### config.mk
export PLATFORM = sky130hd
export DESIGN_NAME = mul_tc_rr_arbiter
export DESIGN_NICKNAME = d
export VERILOG_FILES = /design/src/rtl/mul_tc_rr_arbiter.sv
export SDC_FILE = /design/constraint.sdc
export NUM_CORES = 1
export LEC_CHECK = 0
export CAP_MARGIN = 15
export CORE_ASPECT_RATIO = 1.5
export CORE_MARGIN = 10
export CORE_UTILIZATION = 53
export DETAILED_ROUTE_END_ITERATION = 12
export PLACE_DENSITY = 0.79
export SYNTH_ARGS = -nofsm -noshare
export SYNTH_HDL_FRONTEND = slang
export SYNTH_SLANG_ARGS = --single-unit
### constraint.sdc
create_clock -name clk -period 6.7 [get_ports clk]
set_clock_uncertainty 0.15 [all_clocks]
set_input_delay 1.34 -clock clk [delete_from_list [all_inputs] [get_ports clk]]
set_output_delay 1.34 -clock clk [all_outputs]
set_load 0.02 [all_outputs]
### src/rtl/mul_tc_rr_arbiter.sv
// Round-robin arbiter sharing one signed 16x16 multiplier between NREQ requesters,
// with a two-stage (operand / result) pipeline and a tagged, backpressured response port.

module mul_tc_16_16 (
  input  logic [15:0] a,
  input  logic [15:0] b,
  output logic [31:0] product
);
  logic signed [31:0] a_ext;
  logic signed [31:0] b_ext;

  assign a_ext   = {{16{a[15]}}, a};
  assign b_ext   = {{16{b[15]}}, b};
  assign product = a_ext * b_ext;
endmodule

module mul_tc_rr_arbiter #(
  parameter int NREQ = 4,
  parameter int IDW  = $clog2(NREQ)
) (
  input  logic                 clk,
  input  logic                 rst,
  input  logic [NREQ-1:0]      req_valid,
  output logic [NREQ-1:0]      req_ready,
  input  logic [NREQ*16-1:0]   req_a,
  input  logic [NREQ*16-1:0]   req_b,
  output logic                 rsp_valid,
  input  logic                 rsp_ready,
  output logic [IDW-1:0]       rsp_id,
  output logic [31:0]          rsp_product
);
  localparam int PW = (NREQ > 1) ? $clog2(NREQ) : 1;

  logic [PW-1:0]   ptr;
  logic [PW-1:0]   gidx;
  logic [PW-1:0]   idx;
  logic            found;
  logic [NREQ-1:0] grant;
  logic [15:0]     a_sel;
  logic [15:0]     b_sel;

  logic            s1_v;
  logic [IDW-1:0]  s1_id;
  logic [15:0]     s1_a;
  logic [15:0]     s1_b;
  logic [31:0]     product;

  logic            s2_adv;
  logic            s1_adv;

  assign s2_adv = !rsp_valid || rsp_ready;
  assign s1_adv = !s1_v || s2_adv;

  // Search starts just past the last accepted requester so priority rotates.
  always_comb begin
    grant = '0;
    gidx  = '0;
    idx   = '0;
    found = 1'b0;
    for (int k = 1; k <= NREQ; k++) begin
      idx = PW'((int'(ptr) + k) % NREQ);
      if (!found && req_valid[idx]) begin
        found       = 1'b1;
        grant[idx]  = 1'b1;
        gidx        = idx;
      end
    end
  end

  always_comb begin
    a_sel = '0;
    b_sel = '0;
    for (int i = 0; i < NREQ; i++) begin
      if (grant[i]) begin
        a_sel = req_a[i*16 +: 16];
        b_sel = req_b[i*16 +: 16];
      end
    end
  end

  assign req_ready = (rst || !s1_adv) ? '0 : grant;

  mul_tc_16_16 u_mul (
    .a       (s1_a),
    .b       (s1_b),
    .product (product)
  );

  // Both stages shift together when the consumer drains S2, giving one accept per cycle.
  always_ff @(posedge clk) begin
    if (rst) begin
      ptr         <= PW'(NREQ - 1);
      s1_v        <= 1'b0;
      s1_id       <= '0;
      s1_a        <= '0;
      s1_b        <= '0;
      rsp_valid   <= 1'b0;
      rsp_id      <= '0;
      rsp_product <= '0;
    end else begin
      if (s1_adv) begin
        s1_v <= found;
        if (found) begin
          s1_id <= IDW'(gidx);
          s1_a  <= a_sel;
          s1_b  <= b_sel;
          ptr   <= gidx;
        end
      end
      if (s2_adv) begin
        rsp_valid   <= s1_v;
        rsp_id      <= s1_id;
        rsp_product <= product;
      end
    end
  end
endmodule

# ---- Word-level counts from Yosys, hierarchy flattened
# Index checks and enable logic that the tools add are counted.
dict set report totals {
  reg_bits 72
  out_inout_bits 39
  input_bits 135
  word_cells 78
}
dict set report classes {
  magnitude_cmp 8
  bitwise 3
  mul 1
  n_addsub 4
  reduce_logical 17
  muxes 37
}
# operator count
set op_table {}
lappend op_table {{16-bit two-way mux} 8}
lappend op_table {{16-bit by 16-bit multiplier with 32-bit output} 1}
lappend op_table {{4-bit two-way mux} 5}
lappend op_table {{2-bit by 3-bit less-than comparator with 1-bit output, second input constant} 4}
lappend op_table {{1-bit two-way mux} 12}
lappend op_table {{4-bit OR} 3}
lappend op_table {{1-bit binary-select mux with 2-bit select} 4}
lappend op_table {{1-bit demux with 2-bit select} 4}
lappend op_table {{2-bit by 1-bit greater-or-equal comparator with 1-bit output, second input constant} 4}
lappend op_table {{2-bit two-way mux} 4}
lappend op_table {{1-bit logical AND} 7}
lappend op_table {{1-bit zero test} 6}
lappend op_table {{2-bit by 1-bit adder with 2-bit output, second input constant} 2}
lappend op_table {{2-bit adder, second input constant} 2}
lappend op_table {{1-bit logical OR} 3}
lappend op_table {{2-bit AND reduction} 1}

# ---- Depth between registers and ports, before layout
# Gate-level depths: netlist of run 1.
dict set report logic_depth {
  ltp_word 17
  depth_mapped 25
  ltp_nobuf 22
}

# ---- Cells and area by module
# From an unflattened synthesis of run 1, not the netlist that was laid out.
dict set report hier_totals {
  hier_cells 1714
  area_unflattened_um2 14735.4
}
# mod area_per_inst_um2 cells_each n_inst
set modules_own_cells {}
lappend modules_own_cells {mul_tc_16_16 9775.6 1075 1}
lappend modules_own_cells {mul_tc_rr_arbiter 4959.8 639 1}

# ---- Worst setup path before layout of run 1
# Ideal clock, no wire load.
dict set report synth_timing {
  path_kind {register -> register}
  startpoint {register s1_a[15]}
  endpoint {register rsp_product[30]}
  synth_period_minus_slack_ns 6.285
  path_stages_with_launch 22
  path_buffers 3
  setup_ns 0.120
  t_arrival_ns 6.016
  slack_ns 0.415
  path_cell_list {dfxtp_1 -> clkbuf_1 -> clkbuf_1 -> nand2_1 -> fa_1 -> inv_1 -> fa_1 -> fa_1 -> fa_1 -> fa_1 -> inv_1 -> fa_1 -> inv_1 -> ha_1 -> clkbuf_1 -> a211oi_1 -> o2111ai_1 -> a22o_1 -> a21oi_1 -> o2bb2ai_1 -> nor4_1 -> a211o_1}
}
dict set report synth_via {
  elab_chain_cells 1
}
# item line_no
set synth_lines {}
lappend synth_lines {{start: declaration} 44} ;# logic [15:0] s1_a;
lappend synth_lines {{start signal: assignment} 105} ;# s1_a <= a_sel;
lappend synth_lines {{16-bit by 16-bit multiplier with 32-bit output} 14} ;# assign product = a_ext * b_ext;
lappend synth_lines {{end signal: assignment} 113} ;# rsp_product <= product;
lappend synth_lines {{end: declaration} 30} ;# output logic [31:0] rsp_product
# No other way between the ends.
# A chain may end at the register's enable or synchronous reset.

# ---- Final worst setup path of run 1
dict set report layout_timing {
  startpoint {register s1_b[12]}
  endpoint {register rsp_product[30]}
}
dict set report layout_via {
  elab_chain_cells 1
}
# item line_no
set layout_lines {}
lappend layout_lines {{start: declaration} 45} ;# logic [15:0] s1_b;
lappend layout_lines {{start signal: assignment} 106} ;# s1_b <= b_sel;
lappend layout_lines {{16-bit by 16-bit multiplier with 32-bit output} 14}
# No other way between the ends.

==> tab_implementation.tex, run 1 <==
\begin{tabular}{lr}
\hline
Metric & Value \\
\hline
\multicolumn{2}{l}{\textbf{Global routing}} \\
\quad Overall overflow remaining after global route & 0 \\
\quad Global-route wire length before repair & 67,700 µm \\
\quad Grt peak-use layer & met2 \\
\quad Global routing usage on met1 & 28.2\% \\
\quad Fraction of met3 tracks used by global routing & 4.97\% \\
\quad Initial antenna violation count & 0 \\
\quad Met2 usage & 41.8\% \\
\quad Via count of the first global-routing pass & 13,147 \\
\quad Maximum number of pins on one net before global-route repair & 64 \\
\quad Global router's overall resource usage & 24.1\% \\
\multicolumn{2}{l}{\textbf{Clock tree}} \\
\quad Max Root-Sink Buffers & 2 \\
\quad Number of buffers inserted for hold repair after clock tree synthesis & 0 \\
\quad Number of buffers inserted during clock tree synthesis & 9 \\
\quad Clock tree from TritonCTS & done \\
\quad Clock slew at the register clock pins of the worst setup and hold paths & 0.07 ns \\
\quad Clock tree sinks & 72 \\
\quad Insertion delay to the later sink of the worst-skew pair & 0.35 ns \\
\quad Clock root cell & sky130\_fd\_sc\_hd\_\_clkbuf\_16 \\
\quad Level count of the clock H-tree & 3 \\
\multicolumn{2}{l}{\textbf{Worst setup path}} \\
\quad Critical path type & register to register \\
\quad Slowest Stage Delay on Critical Path & 0.89 ns \\
\quad Crit-path most repeated cell & sky130\_fd\_sc\_hd\_\_fa\_1 \\
\quad Data required time of the critical path & 6.79 ns \\
\quad Arrival time reported for the critical path endpoint & 6.47 ns \\
\quad Worst Path Max Fanout & 18 \\
\quad Slowest cell on the critical path & sky130\_fd\_sc\_hd\_\_dfxtp\_1 \\
\quad Worst Setup End Kind & register \\
\quad Startpoint Class & register \\
\quad Crit path cell chain & nand2\_1 -> fa\_1 -> inv\_1 -> fa\_1 -> fa\_1 -> fa\_1 -> fa\_1 -> inv\_1 -> fa\_1 -> inv\_1 -> ha\_1 -> a21oi\_1 -> o21ai\_0 -> a22o\_1 -> a21oi\_1 -> o2bb2ai\_1 -> nor4\_1 -> a211o\_1 \\
\multicolumn{2}{l}{\textbf{Synthesis}} \\
\quad Number of flops mapped to enable cells by yosys & 0 \\
\quad Number of standard cells after synthesis & 1,591 \\
\quad Asr flop ratio synth & 0\% \\
\quad Top FF cell, synth & sky130\_fd\_sc\_hd\_\_dfxtp\_1 \\
\quad Post-synthesis area per instance & 9.09 µm² \\
\quad Distinct cells, synth & 68 \\
\quad Mapped Nets & 2,077 \\
\quad Warnings from Yosys & 0 \\
\quad Share of synthesized area occupied by flip-flops and latches & 9.96\% \\
\quad Post-Synthesis Cell Area & 14,500 µm² \\
\quad Synth Register Bits & 72 \\
\multicolumn{2}{l}{\textbf{Final layout}} \\
\quad Final instance area & 16,900 µm² \\
\quad Final design utilization & 62.3\% \\
\quad Most common cell after layout, fill and taps aside & sky130\_fd\_sc\_hd\_\_inv\_1 \\
\quad \# nets final & 2,207 \\
\quad Share of post-route cells with drive strength above 1 & 9.15\% \\
\quad Final instance count without filler cells & 2,068 \\
\quad Most frequent cells in the layout & sky130\_fd\_sc\_hd\_\_inv\_1 (309), sky130\_fd\_sc\_hd\_\_fa\_1 (262), sky130\_fd\_sc\_hd\_\_nand2\_1 (204) \\
\quad Ant diodes & 0 \\
\quad Area Growth Syn to Fin & 16.8\% \\
\multicolumn{2}{l}{\textbf{Drt}} \\
\quad DR vias & 11,936 \\
\quad Number of design-rule violations left by the first detailed-router iteration & 851 \\
\quad Final antenna-violating net count & 0 \\
\quad Via count normalized by instance count & 5.77 \\
\quad Sum of routed wire length over all layers & 40,800 µm \\
\quad Routed len/inst & 19.7 µm \\
\quad First-pass iteration count of the detailed router & 5 \\
\quad Drc violations & 0 \\
\multicolumn{2}{l}{\textbf{Timing}} \\
\quad Final worst hold slack & 0.311 ns \\
\quad Accumulated negative setup slack & 0 ns \\
\quad Final Critical Period & 6.39 ns \\
\quad Setup repair after global routing missed its margin & no \\
\quad Final setup viols & 0 \\
\quad Final Hold Fails & 0 \\
\quad Pin slew with the least headroom to its limit & 0.950 ns \\
\quad Setup slack of the critical path after layout & 0.314 ns \\
\quad Number of pins exceeding their max-slew limit in the final report & 0 \\
\quad Max transition margin & 36.5\% \\
\quad Highest clock frequency the design can meet & 157 MHz \\
\quad Part of the cycle the worst path needs & 95.3\% \\
\multicolumn{2}{l}{\textbf{Power}} \\
\quad PnR Total Power & 9.35 mW \\
\quad Ratio of total power to cell area & 553 nW/µm² \\
\quad VDD IR max & 0.578 mV \\
\quad Leakage power figure & 7.84 nW \\
\multicolumn{2}{l}{\textbf{Min path}} \\
\quad HP Class & register to register \\
\multicolumn{2}{l}{\textbf{Placement}} \\
\quad Final weighted congestion in routability-driven placement & 0.932 \\
\quad Number of buffers added on ports & 173 \\
\quad Placed Instance Area & 16,500 µm² \\
\quad Cell total after placement & 2,052 \\
\quad Worst-case setup slack after placement & 0.257 ns \\
\quad Detailed placer's ending HPWL & 33,500 µm \\
\multicolumn{2}{l}{\textbf{Die}} \\
\quad I/O pins & 174 \\
\quad Starting Density & 53.3\% \\
\quad Std-Cell Rows & 74 \\
\quad Die boundary width & 155 µm \\
\quad DIE AREA & 34,400 µm² \\
\quad Height of the die & 222 µm \\
\quad Core outline area & 27,100 µm² \\
\multicolumn{2}{l}{\textbf{Job}} \\
\quad Maximum capacitance violations & 0 \\
\multicolumn{2}{l}{\textbf{Status}} \\
\quad Outcome & finished, final reports clean \\
\hline
\end{tabular}
[synth_stat cells (all sizes together) (3+ instances only)]
library cell,number,area [µm²]
xnor2,24,210
a21boi,3,22.5
nand4,4,25.0
o21ai,30,150
a211o,6,52.6
fa,262,5250
and2,130,813
mux2i,3,42.5
o21a,8,60.1
o22ai,33,213
buf,28,225
a211oi,13,108
nand3,6,30.0
mux2,3,37.5
a2bb2oi,32,280
nor4,3,25.0
mux4,3,67.6
clkbuf,77,289
o211ai,14,105
nor3,13,65.1
a21oi,52,283
inv,309,1160
nand2b,8,50.1
nor2b,5,38.8
ha,89,1110
nand2,205,772
a21o,10,82.6
o221ai,3,26.3
xor2,5,43.8
dfxtp,72,1440
nor2,44,165
o32ai,32,505
a221oi,35,494
[final cells by class]
class	count	area (µm²)
Clock buffer	10	239
Sequential cell	72	1450
Timing Repair Buffer	224	2120
Multi-Input combinational cell	1105	11400
Fill cell	2194	10200
Inverter	309	1160
Clock inverter	6	115
Tap cell	342	428
[registers in the layout, indices dropped and copies added (netlist names)]
signal,cells
rsp_valid,1
s1_v,1
s1_a,16
rsp_id,2
s1_id,2
s1_b,16
ptr,2
rsp_product,32
[final timing paths]
kind	startpoint	cells after the start	slack (ns)	to
setup / recovery	s1_b[12]$_SDFFE_PP0P_	18	0.31	rsp_product[30]$_SDFFE_PP0P_
hold / removal	rsp_product[15]$_SDFFE_PP0P_	2	0.31	rsp_product[15]$_SDFFE_PP0P_
setup reg to reg	s1_b[12]$_SDFFE_PP0P_	18	0.31	rsp_product[30]$_SDFFE_PP0P_
hold reg to reg	rsp_product[15]$_SDFFE_PP0P_	2	0.31	rsp_product[15]$_SDFFE_PP0P_
[layer usage]
| metal | share of wire (%) | vias up |
|---|---|---|
| li1 | - | 5342 |
| met3 | 7.5 | 111 |
| met1 | 37 | 5985 |
| met4 | 4.3 | 0 |
| met5 | 0 | - |
| met2 | 51 | 498 |
[where the power goes]
| group | internal (mW) | switching [mW] | leakage, nW |
|---|---|---|---|
| clock | 0.377 | 0.217 | 0.169 |
| combinational | 3.35 | 4.47 | 7.07 |
| sequential | 0.607 | 0.318 | 0.598 |
[cells by family after synthesis]
logic type	Yosys count	share of synthesized area, %
AO/OA/AOI/OAI	290	17.6
flip-flops	72	9.96
AND/OR/NAND/NOR	426	14.2
adder cells (fa/ha/maj)	351	43.9
XOR/XNOR	29	1.76
buffers and inverters	414	11.6
multiplexers	9	1.02
[worst max-delay path: cells and delay by family, from the launching register on]
| kind | cells | cell delay [ns] |
|---|---|---|
| simple gates | 2 | 0.28 |
| compound gates | 6 | 1.40 |
| flops | 1 | 0.89 |
| buf+inv | 3 | 0.16 |
| fa+ha+maj | 7 | 3.37 |
[what timing repair did]
| item | in CTS | in global routing |
|---|---|---|
| buffers inserted | 0 | 0 |
| gates resized for setup | 0 | 10 |
| setup endpoints to repair | 0 | 9 |
Power figures use the tool's default switching activity.
==> inputs of run 2 (changes only) <==
CORE_UTILIZATION = 55   (was 53)
clock period = 6.15 ns   (was 6.7 ns; I/O delays follow)
==> run 2 against run 1 <==
Compared with the run above:
- count of clock-buffer cells in the layout fell by 1
- combinational power is 23% higher
- largest power group unchanged
- via count rose by 1.2%
- first-iteration DRC count down 19%
- clock power decreased by 5.1%
- non-clock buffer count up 46
- register-to-register slack worse by 0.15 ns
- global-route usage increased by 0.95 points
- power up 20%
- die area is 3.2% lower
==> tab_implementation.tex, run 2 (synthesis results as in run 1) <==
\begin{tabular}{lr}
\hline
Metric & Value \\
\hline
\multicolumn{2}{l}{\textbf{Status}} \\
\quad Outcome & finished, final reports clean \\
\multicolumn{2}{l}{\textbf{Drt}} \\
\quad Routed len/inst & 19.8 µm \\
\quad First-pass iteration count of the detailed router & 5 \\
\quad Final antenna-violating net count & 0 \\
\quad Drc violations & 0 \\
\quad Via count normalized by instance count & 5.73 \\
\quad Number of design-rule violations left by the first detailed-router iteration & 693 \\
\quad DR vias & 12,075 \\
\quad Sum of routed wire length over all layers & 41,700 µm \\
\multicolumn{2}{l}{\textbf{Final layout}} \\
\quad Reg area & 1480 µm² \\
\quad Area Growth Syn to Fin & 20.5\% \\
\quad Most frequent cells in the layout & sky130\_fd\_sc\_hd\_\_inv\_1 (309), sky130\_fd\_sc\_hd\_\_fa\_1 (257), sky130\_fd\_sc\_hd\_\_nand2\_1 (204) \\
\quad Final instance area & 17,400 µm² \\
\quad Area of the multi-input gates & 11,500 µm² \\
\quad Share of post-route cells with drive strength above 1 & 13.4\% \\
\quad Fillers & 1,975 \\
\quad Top reg by flops & rsp\_product \\
\quad Flip-flop count of the largest register, all copies and words added & 32 \\
\quad Registers with the highest flip-flop counts & rsp\_product x32, s1\_a x16, s1\_b x16 \\
\quad \# nets final & 2,253 \\
\quad Most common cell after layout, fill and taps aside & sky130\_fd\_sc\_hd\_\_inv\_1 \\
\multicolumn{2}{l}{\textbf{Timing}} \\
\quad Final setup viols & 0 \\
\quad Max transition margin & 38.6\% \\
\quad Setup repair after global routing missed its margin & yes \\
\quad Accumulated negative setup slack & 0 ns \\
\quad Final Hold Fails & 0 \\
\quad Final worst hold slack & 0.307 ns \\
\quad Highest clock frequency the design can meet & 167 MHz \\
\quad Number of pins exceeding their max-slew limit in the final report & 0 \\
\quad Final Critical Period & 5.99 ns \\
\quad Setup slack of the critical path after layout & 0.161 ns \\
\quad Pin slew with the least headroom to its limit & 0.921 ns \\
\quad Part of the cycle the worst path needs & 97.4\% \\
\multicolumn{2}{l}{\textbf{Power}} \\
\quad Ratio of total power to cell area & 641 nW/µm² \\
\quad PnR Total Power & 11.2 mW \\
\quad VDD IR max & 0.594 mV \\
\quad Leakage power figure & 8.08 nW \\
\multicolumn{2}{l}{\textbf{Worst setup path}} \\
\quad Slowest Stage Delay on Critical Path & 0.56 ns \\
\quad Data required time of the critical path & 6.27 ns \\
\quad Worst flop-to-flop path startpoint & s1\_a[6]\$\_SDFFE\_PP0P\_ \\
\quad Worst Setup End Kind & register \\
\quad Worst-case reg-to-reg path depth & 20 \\
\quad Critical path type & register to register \\
\quad Flop2flop setup slack & 0.16 ns \\
\quad Arrival time reported for the critical path endpoint & 6.11 ns \\
\quad Crit path cell chain & buf\_4 -> nand2\_1 -> fa\_1 -> inv\_1 -> fa\_1 -> fa\_1 -> fa\_1 -> fa\_1 -> inv\_1 -> fa\_1 -> inv\_1 -> ha\_4 -> o211ai\_1 -> o211ai\_1 -> o211ai\_1 -> a211oi\_2 -> buf\_4 -> o211ai\_1 -> a211oi\_2 -> nor4b\_4 \\
\quad Worst Path Max Fanout & 8 \\
\quad End point of the critical path & rsp\_product[31]\$\_SDFFE\_PP0P\_ \\
\quad Slowest cell on the critical path & sky130\_fd\_sc\_hd\_\_fa\_1 \\
\quad Crit-path most repeated cell & sky130\_fd\_sc\_hd\_\_fa\_1 \\
\quad Worst reg2reg path endpoint & rsp\_product[31]\$\_SDFFE\_PP0P\_ \\
\quad Setup crit start & s1\_a[6]\$\_SDFFE\_PP0P\_ \\
\quad Startpoint Class & register \\
\multicolumn{2}{l}{\textbf{Clock tree}} \\
\quad Clock root cell & sky130\_fd\_sc\_hd\_\_clkbuf\_16 \\
\quad Clock slew at the register clock pins of the worst setup and hold paths & 0.07 ns \\
\quad Max Root-Sink Buffers & 2 \\
\quad Number of buffers inserted for hold repair after clock tree synthesis & 0 \\
\quad Level count of the clock H-tree & 3 \\
\quad Clock tree sinks & 72 \\
\quad Number of buffers inserted during clock tree synthesis & 9 \\
\quad Clock tree from TritonCTS & done \\
\quad Insertion delay to the later sink of the worst-skew pair & 0.35 ns \\
\multicolumn{2}{l}{\textbf{Placement}} \\
\quad Worst-case setup slack after placement & 0.0162 ns \\
\quad Number of buffers added on ports & 173 \\
\quad Placed Instance Area & 16,900 µm² \\
\quad Detailed placer's ending HPWL & 34,400 µm \\
\quad Final weighted congestion in routability-driven placement & 0.931 \\
\multicolumn{2}{l}{\textbf{Die}} \\
\quad Core outline area & 25,900 µm² \\
\quad Height of the die & 219 µm \\
\quad Starting Density & 56.0\% \\
\quad DIE AREA & 33,300 µm² \\
\quad Std-Cell Rows & 72 \\
\quad Die boundary width & 152 µm \\
\quad I/O pins & 174 \\
\multicolumn{2}{l}{\textbf{Global routing}} \\
\quad Global router's overall resource usage & 25.0\% \\
\quad Global-route wire length before repair & 67,900 µm \\
\quad Maximum number of pins on one net before global-route repair & 64 \\
\quad Initial antenna violation count & 1 \\
\quad Via count of the first global-routing pass & 12,972 \\
\quad Overall overflow remaining after global route & 0 \\
\multicolumn{2}{l}{\textbf{Min path}} \\
\quad HP Class & register to register \\
\quad Worst Hold Depth & 2 \\
\multicolumn{2}{l}{\textbf{Job}} \\
\quad Maximum capacitance violations & 0 \\
\hline
\end{tabular}
[run 2: changes by cell type in the layout (fill, tap and decap cells not counted), moves of 3 or more]
cell	change
sky130_fd_sc_hd__fa_1	-5
sky130_fd_sc_hd__buf_4	+36
sky130_fd_sc_hd__a211oi_2	+4
sky130_fd_sc_hd__ha_4	+6
sky130_fd_sc_hd__dfxtp_1	-13
sky130_fd_sc_hd__ha_1	-7
sky130_fd_sc_hd__a211oi_1	-3
sky130_fd_sc_hd__buf_6	+4
sky130_fd_sc_hd__buf_12	+6
sky130_fd_sc_hd__dfxtp_2	+7
sky130_fd_sc_hd__dfxtp_4	+6
sky130_fd_sc_hd__fa_2	+5
[run 2: worst min-delay path by stage]
stage,slack [ns],start,to
final,0.31,rsp_product[7]$_SDFFE_PP0P_,rsp_product[7]$_SDFFE_PP0P_
after global routing,0.32,rsp_product[1]$_SDFFE_PP0P_,rsp_product[1]$_SDFFE_PP0P_
after global placement,0.29,rsp_product[19]$_SDFFE_PP0P_,rsp_product[19]$_SDFFE_PP0P_
after floorplan,0.28,s1_id[0]$_SDFFE_PP0P_,rsp_id[0]$_SDFFE_PP0P_
after CTS,0.31,rsp_product[7]$_SDFFE_PP0P_,rsp_product[7]$_SDFFE_PP0P_
after detailed placement,0.30,rsp_product[7]$_SDFFE_PP0P_,rsp_product[7]$_SDFFE_PP0P_
[run 2: per-layer routing]
metal | part of all wire, % | track usage [%] | routed length (µm) | vias to the layer above
met5 | 0 | 0 | 0 | -
met3 | 6.2 | 4.46 | 2570 | 80
li1 | - | - | - | 5449
met2 | 52 | 44.6 | 21900 | 424
met1 | 38 | 28.9 | 15800 | 6122
met4 | 3.6 | 11.1 | 1490 | 0
[run 2: per-stage QoR]
stage	instances	util, %
after global routing	2106	67.5
after CTS	2102	66.6
after detailed placement	2086	65.4
final	2106	67.5
after floorplan	1591	-
after global placement	2086	65.4
[run 2: critical path: cells and delay by family, from the launching register on]
kind | cells | cell delay (ns)
adder cells (fa/ha/maj) | 7 | 3.35
AO/OA/AOI/OAI | 6 | 1.11
buffers and inverters | 5 | 0.55
flip-flops | 1 | 0.43
AND/OR/NAND/NOR | 2 | 0.31
[run 2: timing repair]
action / in CTS / in global routing
pin swaps: 0 / 12
buffers inserted: 0 / 3
hold endpoints to repair: 0 / 0
endpoints found under the setup margin: 2 / 14
gates resized for setup: 6 / 53
cloned: 0 / 0
[run 2: cell type report]
type                       count  area share, %
antenna                        1         0.0143
inverter                     309           6.65
multi-input combinational   1105           66.0
clock inverter                 7          0.445
clock buffer                   9           1.29
tap                          333           2.39
timing repair buffer         270           14.7
sequential                    72           8.51
[run 2: where the power goes]
group / switching, mW / internal (mW) / total [mW]
registers: 0.270 / 0.673 / 0.943
clock network: 0.245 / 0.319 / 0.564
logic: 5.26 / 4.41 / 9.67
==> inputs of run 3 (changes only) <==
CORE_UTILIZATION = 59   (was 55)
PLACE_DENSITY = 0.84   (was 0.79)
==> run 3 against run 2 <==
Compared with the run above:
- hold slack improved by 0.0019 ns
- non-clock buffer count is 8 higher
- setup slack better by 0.013 ns
- sequential cell count did not move
- largest power group unchanged
- register-to-register slack about the same
- via count is 2.4% higher
- cell area decreased by 0.29%
- utilization grew 4.2 points
==> tab_implementation.tex, run 3 (synthesis results as in run 1) <==
\begin{tabular}{lr}
\hline
Metric & Value \\
\hline
\multicolumn{2}{l}{\textbf{Status}} \\
\quad Outcome & finished, final reports clean \\
\multicolumn{2}{l}{\textbf{Min path}} \\
\quad Hold wc startpoint & s1\_id[1]\$\_SDFFE\_PP0P\_ \\
\quad Endpoint with the worst hold slack & rsp\_id[1]\$\_SDFFE\_PP0P\_ \\
\quad Worst Hold Depth & 2 \\
\quad HP Class & register to register \\
\multicolumn{2}{l}{\textbf{Worst setup path}} \\
\quad Worst reg2reg path endpoint & rsp\_product[25]\$\_SDFFE\_PP0P\_ \\
\quad Critical path type & register to register \\
\quad Setup crit start & s1\_b[2]\$\_SDFFE\_PP0P\_ \\
\quad Startpoint Class & register \\
\quad Worst Path Max Fanout & 11 \\
\quad Arrival time reported for the critical path endpoint & 6.07 ns \\
\quad Data required time of the critical path & 6.24 ns \\
\quad Flop2flop setup slack & 0.17 ns \\
\quad Worst flop-to-flop path startpoint & s1\_b[2]\$\_SDFFE\_PP0P\_ \\
\quad Worst-case reg-to-reg path depth & 22 \\
\quad Worst Setup End Kind & register \\
\multicolumn{2}{l}{\textbf{Clock tree}} \\
\quad Number of buffers inserted for hold repair after clock tree synthesis & 0 \\
\quad Insertion delay to the later sink of the worst-skew pair & 0.35 ns \\
\quad Level count of the clock H-tree & 3 \\
\quad Number of buffers inserted during clock tree synthesis & 9 \\
\quad Clock tree from TritonCTS & done \\
\quad Clock root cell & sky130\_fd\_sc\_hd\_\_clkbuf\_16 \\
\quad Clock slew at the register clock pins of the worst setup and hold paths & 0.07 ns \\
\quad Clock tree sinks & 72 \\
\quad Max Root-Sink Buffers & 2 \\
\multicolumn{2}{l}{\textbf{Global routing}} \\
\quad Initial antenna violation count & 0 \\
\quad Global router's overall resource usage & 28.1\% \\
\quad Global-route wire length before repair & 70,300 µm \\
\quad Via count of the first global-routing pass & 13,568 \\
\quad Overall overflow remaining after global route & 0 \\
\quad Maximum number of pins on one net before global-route repair & 64 \\
\multicolumn{2}{l}{\textbf{Die}} \\
\quad Std-Cell Rows & 70 \\
\quad DIE AREA & 31,300 µm² \\
\quad Height of the die & 212 µm \\
\quad Starting Density & 59.6\% \\
\quad I/O pins & 174 \\
\quad Die boundary width & 148 µm \\
\quad Core outline area & 24,300 µm² \\
\multicolumn{2}{l}{\textbf{Placement}} \\
\quad Cell total after placement & 2,084 \\
\quad Final weighted congestion in routability-driven placement & 0.974 \\
\quad Number of buffers added on ports & 173 \\
\quad Detailed placer's ending HPWL & 35,200 µm \\
\multicolumn{2}{l}{\textbf{Drt}} \\
\quad Final antenna-violating net count & 0 \\
\quad Number of design-rule violations left by the first detailed-router iteration & 855 \\
\quad Routed len/inst & 20.5 µm \\
\quad First-pass iteration count of the detailed router & 5 \\
\quad DR vias & 12,361 \\
\quad Drc violations & 0 \\
\quad Sum of routed wire length over all layers & 43,100 µm \\
\quad Via count normalized by instance count & 5.88 \\
\multicolumn{2}{l}{\textbf{Final layout}} \\
\quad \# nets final & 2,261 \\
\quad Most common cell after layout, fill and taps aside & sky130\_fd\_sc\_hd\_\_inv\_1 \\
\quad Flip-flop count of the largest register, all copies and words added & 32 \\
\quad Ant diodes & 0 \\
\quad Final instance count without filler cells & 2,104 \\
\quad Area Growth Syn to Fin & 20.2\% \\
\quad Top reg by flops & rsp\_product \\
\quad Share of post-route cells with drive strength above 1 & 13.7\% \\
\quad Registers with the highest flip-flop counts & rsp\_product x32, s1\_a x16, s1\_b x16 \\
\quad Final design utilization & 71.7\% \\
\quad Most frequent cells in the layout & sky130\_fd\_sc\_hd\_\_inv\_1 (309), sky130\_fd\_sc\_hd\_\_fa\_1 (255), sky130\_fd\_sc\_hd\_\_nand2\_1 (204) \\
\multicolumn{2}{l}{\textbf{Timing}} \\
\quad Pin slew with the least headroom to its limit & 0.947 ns \\
\quad Part of the cycle the worst path needs & 97.2\% \\
\quad Final Critical Period & 5.98 ns \\
\quad Highest clock frequency the design can meet & 167 MHz \\
\quad Final setup viols & 0 \\
\quad Number of pins exceeding their max-slew limit in the final report & 0 \\
\quad Max transition margin & 36.7\% \\
\quad Final Hold Fails & 0 \\
\quad Accumulated negative setup slack & 0 ns \\
\multicolumn{2}{l}{\textbf{Power}} \\
\quad Leakage power figure & 8.11 nW \\
\quad VDD IR max & 0.745 mV \\
\quad Ratio of total power to cell area & 640 nW/µm² \\
\multicolumn{2}{l}{\textbf{Job}} \\
\quad Maximum capacitance violations & 0 \\
\hline
\end{tabular}
## run 3: what timing repair did
item,4_1_cts,5_1_grt
buffers inserted,0,4
resized for setup,4,49
pin swaps,0,9
setup endpoints to repair,5,13
## run 3: area by class of cell
class / count / area, µm²
clock buffer: 10 / 239
clock inverter: 6 / 72.6
fill: 1712 / 6870
inverter: 309 / 1160
multi-input combinational: 1105 / 11500
sequential: 72 / 1490
tap: 324 / 405
timing repair buffer: 278 / 2560
## run 3: worst max path at each step
stage / endpoint / slack (ns) / depth (start not counted)
finish: rsp_product[25]$_SDFFE_PP0P_ / 0.17 / 22
global route: rsp_product[31]$_SDFFE_PP0P_ / -0.02 / 20
CTS: rsp_product[30]$_SDFFE_PP0P_ / 0.009 / 18
detailed placement: rsp_product[30]$_SDFFE_PP0P_ / -0.03 / 18
global placement: rsp_product[30]$_SDFFE_PP0P_ / 0.09 / 18
floorplan: rsp_product[30]$_SDFFE_PP0P_ / 0.06 / 21
## run 3: power by group
| part | switching (mW) | leakage [nW] | internal, mW |
|---|---|---|---|
| Combinational | 5.23 | 7.35 | 4.36 |
| Sequential | 0.297 | 0.606 | 0.676 |
| Clock | 0.243 | 0.155 | 0.332 |
## run 3: metrics by stage
step / hold WS (ns) / setup WS [ns] / instance area [µm²] / total power, mW
6_report: 0.309 / 0.174 / 17400 / 11.1
4_1_cts: 0.310 / 0.00858 / 17200 / 10.9
2_1_floorplan: 0.283 / 0.0579 / 14500 / 7.23
5_1_grt: 0.322 / -0.0226 / 17400 / 12.1
3_5_place_dp: 0.296 / -0.0266 / 16900 / 10.2
3_3_place_gp: 0.290 / 0.0854 / 16900 / 9.94
## run 3: worst max-delay path, stage by stage (launching register included)
cell,delay [ns]
sky130_fd_sc_hd__dfxtp_4,0.42
sky130_fd_sc_hd__buf_4,0.20
sky130_fd_sc_hd__and2_1,0.17
sky130_fd_sc_hd__fa_1,0.46
sky130_fd_sc_hd__fa_1,0.54
sky130_fd_sc_hd__ha_1,0.22
sky130_fd_sc_hd__fa_1,0.48
sky130_fd_sc_hd__inv_1,0.05
sky130_fd_sc_hd__fa_1,0.49
sky130_fd_sc_hd__fa_1,0.59
sky130_fd_sc_hd__inv_1,0.07
sky130_fd_sc_hd__ha_1,0.25
sky130_fd_sc_hd__buf_4,0.17
sky130_fd_sc_hd__o211ai_1,0.26
sky130_fd_sc_hd__a21oi_2,0.11
sky130_fd_sc_hd__a211oi_2,0.22
sky130_fd_sc_hd__buf_4,0.17
sky130_fd_sc_hd__a211oi_2,0.06
sky130_fd_sc_hd__buf_4,0.16
sky130_fd_sc_hd__buf_4,0.13
sky130_fd_sc_hd__nor3_1,0.17
sky130_fd_sc_hd__nor3_1,0.09
sky130_fd_sc_hd__a31o_2,0.23
## run 3: metal layers
metal	vias up	track usage (%)	wire, µm
li1	5461	-	-
met5	-	0	0
met4	0	12.3	1870
met2	562	49.1	22200
met1	6219	32.4	15700
met3	119	5.86	3280
